==> config.mk <==
export PLATFORM = sky130hd
export DESIGN_NAME = dmem_arbiter
export DESIGN_NICKNAME = d
export VERILOG_FILES = /design/src/rtl/dmem_pkg.sv /design/src/rtl/rr_arb2.sv /design/src/rtl/dmem_arbiter.sv
export SDC_FILE = /design/constraint.sdc
export NUM_CORES = 1
export LEC_CHECK = 0
export BUFFER_PORTS_ARGS = -buffer_cell sky130_fd_sc_hd__buf_2
export CAP_MARGIN = 20
export CORE_UTILIZATION = 25
export CTS_BUF_LIST = sky130_fd_sc_hd__clkbuf_16
export DETAILED_ROUTE_END_ITERATION = 10
export PLACE_DENSITY = 0.47
export REMOVE_ABC_BUFFERS = 1
export SYNTH_ARGS = -nofsm -noshare
export SYNTH_HDL_FRONTEND = slang
export SYNTH_SLANG_ARGS = --single-unit
==> constraint.sdc <==
create_clock -name clk -period 2.28 [get_ports clk]
set_input_delay 0.228 -clock clk [delete_from_list [all_inputs] [get_ports clk]]
set_output_delay 0.228 -clock clk [all_outputs]
set_load 0.05 [all_outputs]
==> src/rtl/dmem_pkg.sv <==
// rtl/dmem_pkg.sv - shared types and constants for the data-memory arbiter
package dmem_pkg;

  typedef enum logic [1:0] {
    ARB        = 2'd0,
    HALT_DRAIN = 2'd1,
    HALTED     = 2'd2
  } arb_state_t;

  // Access-size encoding, identical to datamem type_control
  localparam logic [1:0] TYPE_BYTE = 2'b00;
  localparam logic [1:0] TYPE_HALF = 2'b01;
  localparam logic [1:0] TYPE_WORD = 2'b10;

  typedef enum logic {
    REQ_C = 1'b0,
    REQ_D = 1'b1
  } req_id_t;

endpackage

==> src/rtl/rr_arb2.sv <==
// rtl/rr_arb2.sv - 2-way round-robin grant with last-grant register
module rr_arb2
  import dmem_pkg::*;
(
  input  logic    clk,
  input  logic    rst,
  input  logic    req_c,
  input  logic    req_d,
  input  logic    mask_c,
  input  logic    force_last_d,
  output logic    gnt_c,
  output logic    gnt_d,
  output req_id_t last_grant
);

  // Core wins a tie only when debug had the previous grant
  always_comb begin
    gnt_c = 1'b0;
    gnt_d = 1'b0;
    if (!rst) begin
      if (req_c && !mask_c && (!req_d || last_grant == REQ_D)) begin
        gnt_c = 1'b1;
      end else if (req_d) begin
        gnt_d = 1'b1;
      end
    end
  end

  always_ff @(posedge clk) begin
    if (rst || force_last_d) begin
      last_grant <= REQ_D;
    end else if (gnt_c) begin
      last_grant <= REQ_C;
    end else if (gnt_d) begin
      last_grant <= REQ_D;
    end
  end

endmodule

==> src/rtl/dmem_arbiter.sv <==
// rtl/dmem_arbiter.sv - shares the datamem port between core and debug requesters
module dmem_arbiter
  import dmem_pkg::*;
#(
  parameter int DATA_WIDTH = 32,
  parameter int ADDR_WIDTH = 32
) (
  input  logic                  clk,
  input  logic                  rst,
  input  logic                  c_req,
  input  logic                  c_we,
  input  logic [1:0]            c_type,
  input  logic                  c_sign_ext,
  input  logic [ADDR_WIDTH-1:0] c_addr,
  input  logic [DATA_WIDTH-1:0] c_wdata,
  output logic                  c_ready,
  output logic                  c_rvalid,
  output logic [DATA_WIDTH-1:0] c_rdata,
  input  logic                  d_req,
  input  logic                  d_we,
  input  logic [1:0]            d_type,
  input  logic                  d_sign_ext,
  input  logic [ADDR_WIDTH-1:0] d_addr,
  input  logic [DATA_WIDTH-1:0] d_wdata,
  output logic                  d_ready,
  output logic                  d_rvalid,
  output logic [DATA_WIDTH-1:0] d_rdata,
  input  logic                  d_halt,
  output logic                  c_stall,
  output logic                  halted,
  output logic                  mem_we,
  output logic [1:0]            mem_type,
  output logic                  mem_sign_ext,
  output logic [ADDR_WIDTH-1:0] mem_addr,
  output logic [DATA_WIDTH-1:0] mem_din,
  input  logic [DATA_WIDTH-1:0] mem_dout
);

  arb_state_t            state, state_nxt;
  req_id_t               last_grant;
  logic                  gnt_c, gnt_d;
  logic [1:0]            hold_type;
  logic                  hold_sign_ext;
  logic [ADDR_WIDTH-1:0] hold_addr;
  logic [DATA_WIDTH-1:0] hold_din;

  rr_arb2 u_rr_arb2 (
    .clk          (clk),
    .rst          (rst),
    .req_c        (c_req),
    .req_d        (d_req),
    .mask_c       (state != ARB),
    .force_last_d (state == HALTED && !d_halt),
    .gnt_c        (gnt_c),
    .gnt_d        (gnt_d),
    .last_grant   (last_grant)
  );

  always_ff @(posedge clk) begin
    if (rst) begin
      state <= ARB;
    end else begin
      state <= state_nxt;
    end
  end

  // A core read granted in the ARB cycle is delivered during the drain cycle,
  // so draining never needs more than one cycle.
  always_comb begin
    state_nxt = state;
    case (state)
      ARB:        if (d_halt) state_nxt = HALT_DRAIN;
      HALT_DRAIN: state_nxt = d_halt ? HALTED : ARB;
      HALTED:     if (!d_halt) state_nxt = ARB;
      default:    state_nxt = ARB;
    endcase
  end

  assign c_ready = gnt_c;
  assign d_ready = gnt_d;
  assign c_stall = c_req & ~c_ready;
  assign halted  = (state == HALTED);

  // Idle cycles replay the last granted fields so the memory inputs stay quiet
  always_comb begin
    mem_we       = 1'b0;
    mem_type     = hold_type;
    mem_sign_ext = hold_sign_ext;
    mem_addr     = hold_addr;
    mem_din      = hold_din;
    if (gnt_c) begin
      mem_we       = c_we;
      mem_type     = c_type;
      mem_sign_ext = c_sign_ext;
      mem_addr     = c_addr;
      mem_din      = c_wdata;
    end else if (gnt_d) begin
      mem_we       = d_we;
      mem_type     = d_type;
      mem_sign_ext = d_sign_ext;
      mem_addr     = d_addr;
      mem_din      = d_wdata;
    end
  end

  always_ff @(posedge clk) begin
    if (rst) begin
      hold_type     <= TYPE_WORD;
      hold_sign_ext <= 1'b0;
      hold_addr     <= '0;
      hold_din      <= '0;
      c_rvalid      <= 1'b0;
      d_rvalid      <= 1'b0;
      c_rdata       <= '0;
      d_rdata       <= '0;
    end else begin
      if (gnt_c || gnt_d) begin
        hold_type     <= mem_type;
        hold_sign_ext <= mem_sign_ext;
        hold_addr     <= mem_addr;
        hold_din      <= mem_din;
      end
      c_rvalid <= gnt_c & ~c_we;
      d_rvalid <= gnt_d & ~d_we;
      if (gnt_c && !c_we) c_rdata <= mem_dout;
      if (gnt_d && !d_we) d_rdata <= mem_dout;
    end
  end

endmodule

# Word level (Yosys, flattened, before mapping)
# Cells that the tools add are included.
# word_totals
reg_bits	136
input_bits	173
output_inout_bits	138
word_cells	58
# classes
eq_ne	4
n_mux	21
bitwise_logic	6
n_reduce_logical	17
# ops
cell	count
2-to-1 mux 32 bit	4
2-to-1 mux 1 bit	11
2-to-1 mux 2 bit	5
one-hot mux 2 bit (3 select lines)	1
logical AND 1 bit	5
logical NOT 1 bit	5
inequality test 2 bit (second input constant)	2
nonzero test 2 bit	2
AND 1 bit	3
logical OR 1 bit	3
NOT 1 bit	3
== test 2 x 1 -> 1 bit (second input constant)	1
== test 2 bit (second input constant)	1
logical NOT 2 bit	1
AND reduction 2 bit	1

# Longest topological paths before layout
# Gate-level depths: netlist of run 1.
# logic_depth
word_depth	8
depth_mapped	7
ltp_nobuf	3

# By module
# Synthesis of run 1 repeated with hierarchy kept, for this count alone.
# unflattened
hier_cells	747
hier_area_um2	6055.8
# modules_own_cells
mod	instances	cells_per_inst	area_each_um2	seq_area_each_um2
dmem_arbiter	1	739	5980.7	2702.6
rr_arb2	1	8	75.1	20.0

# Worst setup path before layout of run 1
# OpenSTA, ideal clock, no wires.
# synth_timing
path_kind	input to output
start	input rst
end	output mem_we
arrival_time_ns	2.187
required_ns	2.052
slack_ns	-0.135
stages	7
n_path_buf	4
path_cell_list	buf_4 > nand2b_1 > buf_2 > buf_6 > buf_4 > nor2_1 > a22o_1
# synth_via
elab_chain_len	3
elab_cells_between_ends	4
classes_between	mux: 4
# synth_rtl
item	line_no	text
start, declared	dmem_arbiter.sv:9	input logic rst,
2-to-1 mux 1 bit	rr_arb2.sv:20	if (!rst) begin
net d_ready	dmem_arbiter.sv:25	output logic d_ready,
2-to-1 mux 1 bit	dmem_arbiter.sv:97	end else if (gnt_d) begin
2-to-1 mux 1 bit	dmem_arbiter.sv:91	if (gnt_c) begin
end, declared	dmem_arbiter.sv:31	output logic mem_we,
# The timed path passes the listed nets, and every way through them passes these cells.

# Final worst setup path of run 1
# layout_timing
start	register state[1]
end	output mem_din[23]
# layout_via
elab_chain_len	8
elab_cells_between_ends	10
classes_between	mux: 6; reduce/logical: 4
# layout_rtl
item	line_no	text
start, declared	dmem_arbiter.sv:39	arb_state_t state, state_nxt;
start signal, assigned	dmem_arbiter.sv:63	state <= state_nxt;
nonzero test 2 bit *	dmem_arbiter.sv:52	.mask_c (state != ARB),
logical NOT 1 bit *	rr_arb2.sv:21	if (req_c && !mask_c && (!req_d || last_grant == REQ_D)) begin
logical AND 1 bit * (2 in a row)	rr_arb2.sv:21	
2-to-1 mux 1 bit	rr_arb2.sv:21	
2-to-1 mux 1 bit	rr_arb2.sv:20	
2-to-1 mux 32 bit	dmem_arbiter.sv:97	
2-to-1 mux 32 bit *	dmem_arbiter.sv:91	
end, declared	dmem_arbiter.sv:35	output logic [DATA_WIDTH-1:0] mem_din,
# Mark *: on every way between the ends. The rest lies on a longest branch, timed or not.

==> flow_summary.yaml, run 1 <==
outcome:
  status: "finished with violations"
  violations: "setup timing"
yosys:
  yosysWarnings: 0
  ys_types: 33
  synth.avg_cell_area_um2: 9.14
  syn_area_mm2: 0.00713
  netlist_instances: 780
  async_flop_share: 0
  synth_top_area_frac: 0.382
  yosysTopAreaCell: "dfxtp_1"
  synth_area_leaders: "dfxtp_1 (38%), nand3_1 (11%), a311oi_1 (8.1%)"
  synthFlopType: "dfxtp_1"
  synth_seq_cells: 136
  seq_area_frac_synth: 0.382
  synth-edff-count: 0
power_and_ir_drop:
  peakVddDrop_uv: 445
  p_total_w: 0.00787
  leakage_nw: 5.26
  pwr_density_cell_mw_per_mm2: 663
run:
  drv_cap: 0
route:
  viasPerCell: 5.13
  drt-pass1-iter-count: 5
  drc: 0
  num_vias: 7764
  routed_wl_um: 29800
  ant_nets: 0
  routedWlPerCell_um: 19.7
  drt-initial-drc-count: 371
final_layout:
  drive_gt1_frac: 0.532
  fin_cells: 1513
  fill_cells: 2775
  area_delta_synth_final_pct: 66.4
  seq_area_mm2: 0.00273
  final_area_mm2: 0.0119
  fin_nets: 1295
  num_antenna_cells: 0
  multiInputGateArea_mm2: 0.00463
cts:
  cts_buffers: 17
  worst_skew_pair.late_latency_ns: 0.42
  htree_levels: 4
  cts.sinks: 136
  cts_root_buf: "clkbuf_16"
  clk_pin_slew_worst_paths_ns: 0.06
  cts_tree: "built"
  clockBufferDepth: 2
worst_setup_path:
  critPathRequiredTime_ns: 2.05
  critPathSlowestCell: "or4b_4"
  rrSetupSlack_ns: 0.36
  critPathKind: "reg -> out"
  cpLargestDelayFamily: "simple AND/OR/NAND/NOR gates"
  path_buf_inv: 4
  critPathMaxFanout: 6
  crit_chain: "buf_6 > or4b_4 > buf_12 > clkbuf_16 > nand3_2 > nand3_2 > buf_6"
  startpoint_type: "flip-flop"
  crit_arrival_ns: 2.20
  max_stage_delay_ns: 0.59
  end_kind: "output pin"
place:
  place_hpwl_um: 17300
  place_congestion: 0.757
  placed_area_mm2: 0.00907
  portBuffers: 310
  dp_cells: 1405
sta:
  rsz0062_at_grt: "yes"
  slew_headroom: 0.626
  setup_ws_ns: -0.145
  slew_viol_final: 0
  clock_skew_ns: 0.0124
  setup_viol: 67
  fmax_mhz: 412
  fin_crit_ns: 2.42
  worstMarginPinSlew_ns: 0.561
  fin_crit_sh: 1.06
  hold_violations: 0
global_route:
  grt_util_all_layers: 0.192
  antenna_found_initial: 2
  grt_start_max_net_pins: 115
  grt_pass1_wl_um: 43000
  gr-total-overflow: 0
  grt_pass1_vias: 7508
die:
  dieArea_mm2: 0.0292
  core_area_mm2: 0.0279
  die-height_um: 171
  start_util: 0.255
  ios: 311
  rows: 61
  die_w_um: 171
worst_hold_path:
  hp-class: "in -> reg"
synthesized netlist by cell type (3+ instances only):
cell / number
a311oi_1: 66
buf_2: 36
buf_4: 12
buf_6: 11
clkbuf_1: 32
dfxtp_1: 136
inv_1: 3
mux2_1: 33
mux2_2: 22
mux2_4: 9
nand3_1: 158
nand3_2: 40
nand4_1: 66
nor2_1: 3
nor2b_1: 66
nor3_1: 67
area by class of cell:
type,count,share of cell area
Inverter,4,0.00126
Timing Repair Buffer,413,0.290
Clock buffer,17,0.0358
Sequential cell,136,0.230
Tap cell,378,0.0398
Clock inverter,15,0.0131
Multi-Input combinational cell,550,0.390
per-layer routing:
layer / routed length [um] / global-route usage / vias up / part of all wire
met5: 23 / 0 / - / 0.00077
met4: 680 / 0.0668 / 4 / 0.023
met3: 1190 / 0.0345 / 40 / 0.040
met2: 15100 / 0.327 / 238 / 0.51
met1: 12800 / 0.241 / 3800 / 0.43
li1: - / - / 3682 / -
sequential cells by signal, indices dropped and copies added (netlist names):
| register | cells |
|---|---|
| u_rr_arb2.last_grant | 1 |
| hold_sign_ext | 1 |
| d_rdata | 32 |
| c_rdata | 32 |
| hold_addr | 32 |
| state | 2 |
| c_rvalid | 1 |
| d_rvalid | 1 |
| hold_din | 32 |
| hold_type | 2 |
timing repair:
action	in CTS	in global routing
hold buffers	0	0
resized for setup	246	67
endpoints found under the setup margin	68	68
gates cloned	9	7
buffers inserted	23	38
pin swaps	34	57
report_power, final:
| group | switching (W) | internal, W | total [W] |
|---|---|---|---|
| Clock | 0.00116 | 0.00162 | 0.00278 |
| Sequential | 0.0000805 | 0.00251 | 0.00259 |
| Combinational | 0.00152 | 0.000983 | 0.00250 |
| Total | 0.00276 | 0.00511 | 0.00787 |
logic make-up (layout without fill, tap and decap cells):
family / count (synthesis) / count (layout) / synth area share
and+or+nand+nor: 412 / 413 / 0.349
DFF: 136 / 136 / 0.382
buffers and inverters: 95 / 449 / 0.0742
AOI/OAI and AO/OA: 72 / 72 / 0.0879
muxes: 64 / 64 / 0.106
xor gates and xnor gates: 1 / 1 / 0.00123
per-stage QoR:
| stage | util | hold slack (ns) | setup TNS [ns] | setup WS, ns |
|---|---|---|---|---|
| after global placement | 0.325 | 0.447 | 0 | 0.223 |
| after detailed placement | 0.325 | 0.451 | 0 | 0.209 |
| final | 0.425 | 0.0227 | -5.46 | -0.145 |
| after floorplan | - | 0.300 | -582.64 | -3.89 |
| after CTS | 0.397 | 0.0109 | -7.30 | -0.158 |
| after global routing | 0.425 | 0.00606 | -10.65 | -0.211 |
placed cells by master (no fill, tap or decap), types with 2 or more instances in the layout:
cell / count
buf_12: 17
bufbuf_16: 2
mux2_2: 22
clkinv_2: 2
buf_8: 29
mux2_4: 9
nand4_1: 66
dfxtp_1: 134
clkbuf_16: 24
clkinv_4: 4
nand3_4: 41
a311oi_1: 66
bufinv_16: 2
nor2b_1: 65
nand3_2: 74
nor3_1: 67
clkinvlp_4: 3
nor2_1: 3
buf_2: 240
buf_6: 44
buf_4: 64
nand3_1: 83
buf_16: 9
dfxtp_4: 2
mux2_1: 33
inv_1: 5
worst paths after layout:
kind / start / endpoint / cells past startpoint
worst max-delay path: state[1] / mem_din[23] / 7
worst min-delay path: mem_dout[8] / c_rdata[8] / 2
worst max register to register: state[0] / hold_din[14] / 9
worst min register to register: hold_din[15] / hold_din[15] / 2
No activity file was read; power rests on OpenSTA's default activity.
==> run 2: changes to the inputs <==
- CTS_BUF_LIST: sky130_fd_sc_hd__clkbuf_16 -> sky130_fd_sc_hd__clkbuf_8
==> run 2 against run 1 <==
Against the previous run: the run still ends with setup timing left; final cell count rose by 2.0%; die area did not move; non-clock buffer count rose by 30; critical path depth did not move; sequential power barely moved; wire length fell by 0.11%; worst hold slack improved by 0.034 ns; clock power fell by 27%; sequential share of layout area fell by 0.25 points; setup slack got worse by 0.024 ns; combinational power rose by 2%; maximum frequency fell by 0.96%.
==> flow_summary.yaml, run 2 (synthesis gave the netlist of run 1 again) <==
global_route:
  grt_util_all_layers: 0.192
  grt_start_max_net_pins: 115
  gr-total-overflow: 0
  grt_pass1_wl_um: 43300
  antenna_found_initial: 3
  grt_pass1_vias: 7651
cts:
  cts_tree: "built"
  htree_levels: 4
  clockBufferDepth: 2
  worst_skew_pair.late_latency_ns: 0.44
  clk_pin_slew_worst_paths_ns: 0.08
  cts_buffers: 17
  cts.sinks: 136
  cts_root_buf: "clkbuf_8"
route:
  drt-pass1-iter-count: 4
  ant_nets: 0
  drt-initial-drc-count: 381
  num_vias: 7920
  routedWlPerCell_um: 19.3
  viasPerCell: 5.13
  drc: 0
  routed_wl_um: 29800
final_layout:
  fin_nets: 1325
  num_antenna_cells: 0
  final_common_cell: "buf_2"
  area_delta_synth_final_pct: 68.3
  fill_cells: 2774
  fin_util: 0.430
  final_cell_mix: "buf_2 (239), dfxtp_1 (134), nand3_1 (83)"
  final_area_mm2: 0.0120
  drive_gt1_frac: 0.518
outcome:
  violations: "setup timing"
  status: "finished with violations"
sta:
  fin_crit_sh: 1.07
  slew_headroom: 0.612
  rsz0062_at_grt: "yes"
  setup_ws_ns: -0.168
  whs_ns: 0.0568
  worstMarginPinSlew_ns: 0.582
  setup_viol: 68
  fin_crit_ns: 2.45
  clock_skew_ns: 0.0138
  fmax_mhz: 408
  hold_violations: 0
  slew_viol_final: 0
worst_hold_path:
  hp-class: "in -> reg"
  min_path_cells: 3
  hold_end: "state[1]"
  worstHoldStart: "d_halt"
die:
  dieArea_mm2: 0.0292
  die-height_um: 171
  rows: 61
  start_util: 0.255
  die_w_um: 171
  core_area_mm2: 0.0279
  ios: 311
worst_setup_path:
  rrSetupSlack_ns: 0.28
  crit_arrival_ns: 2.22
  timing.rr.start: "state[0]"
  end_kind: "output pin"
  critPathKind: "reg -> out"
  reg2reg_to: "hold_addr[26]"
  critPathRequiredTime_ns: 2.05
  reg2regPathDepth: 9
  critPathMaxFanout: 6
  startpoint_type: "flip-flop"
  cp-startpoint: "state[1]"
place:
  place_hpwl_um: 17300
  place_congestion: 0.757
  portBuffers: 310
  placed_area_mm2: 0.00907
power_and_ir_drop:
  peakVddDrop_uv: 394
  p_total_w: 0.00715
  leakage_nw: 5.30
  pwr_density_cell_mw_per_mm2: 596
run:
  drv_cap: 0
-- run 2: cell count changes in the layout (fill, tap and decap cells not counted), sizes merged --
| cell | change |
|---|---|
| dlygate4sd3 | +33 |
| clkbuf | -2 |
| buf | -1 |
-- run 2: worst max-delay path: stages (launching register included) --
cell,delay (ns)
dfxtp_4,0.35
buf_6,0.12
or4b_4,0.59
buf_12,0.19
clkbuf_16,0.17
nand3_2,0.09
nand3_2,0.10
buf_6,0.17
-- run 2: worst max-delay path by stage --
stage,end,slack (ns),cells past startpoint
after floorplan,c_rdata[10],-3.89,3
after global placement,mem_type[1],0.22,5
final,mem_din[23],-0.17,7
after detailed placement,mem_type[1],0.21,5
after CTS,mem_din[19],-0.20,7
after global routing,mem_addr[28],-0.26,7
-- run 2: area by class of cell --
type,count,area [um^2],area share
Clock buffer,17,234,0.0195
Clock inverter,15,155,0.0129
Inverter,4,15.0,0.00125
Multi-Input combinational cell,550,4650,0.387
Sequential cell,136,2730,0.227
Tap cell,378,473,0.0394
Timing Repair Buffer,443,3750,0.312
-- run 2: per-stage QoR --
stage | instances | setup TNS, ns | setup WS (ns)
after floorplan | 689 | -582.64 | -3.89
after global placement | 1405 | 0 | 0.223
after detailed placement | 1405 | 0 | 0.209
after CTS | 1501 | -10.03 | -0.199
after global routing | 1543 | -13.70 | -0.262
final | 1543 | -7.13 | -0.168
-- run 2: report_power, final --
group          switching, W  internal [W]  leakage (nW)  total, W
sequential        0.0000809       0.00250          1.11   0.00258
combinational       0.00153       0.00102          3.99   0.00255
clock               0.00105      0.000977         0.196   0.00203
total               0.00266       0.00450          5.30   0.00715
-- run 2: metal layers --
layer / wire (um) / GRT usage / vias to the layer above / share of wire
li1: - / - / 3745 / -
met1: 12800 / 0.242 / 3891 / 0.43
met2: 15000 / 0.326 / 233 / 0.50
met3: 1250 / 0.0379 / 45 / 0.042
met4: 671 / 0.0656 / 6 / 0.023
met5: 37 / 0 / - / 0.0012
-- run 2: what timing repair did --
item                                   in CTS  in global routing
resized for setup                         249                 77
hold buffers                               31                  2
endpoints found under the hold margin      44                  2
pin swaps                                  34                 67
setup endpoints to repair                  68                 70
setup buffers                              24                 36
cloned                                      9                  6
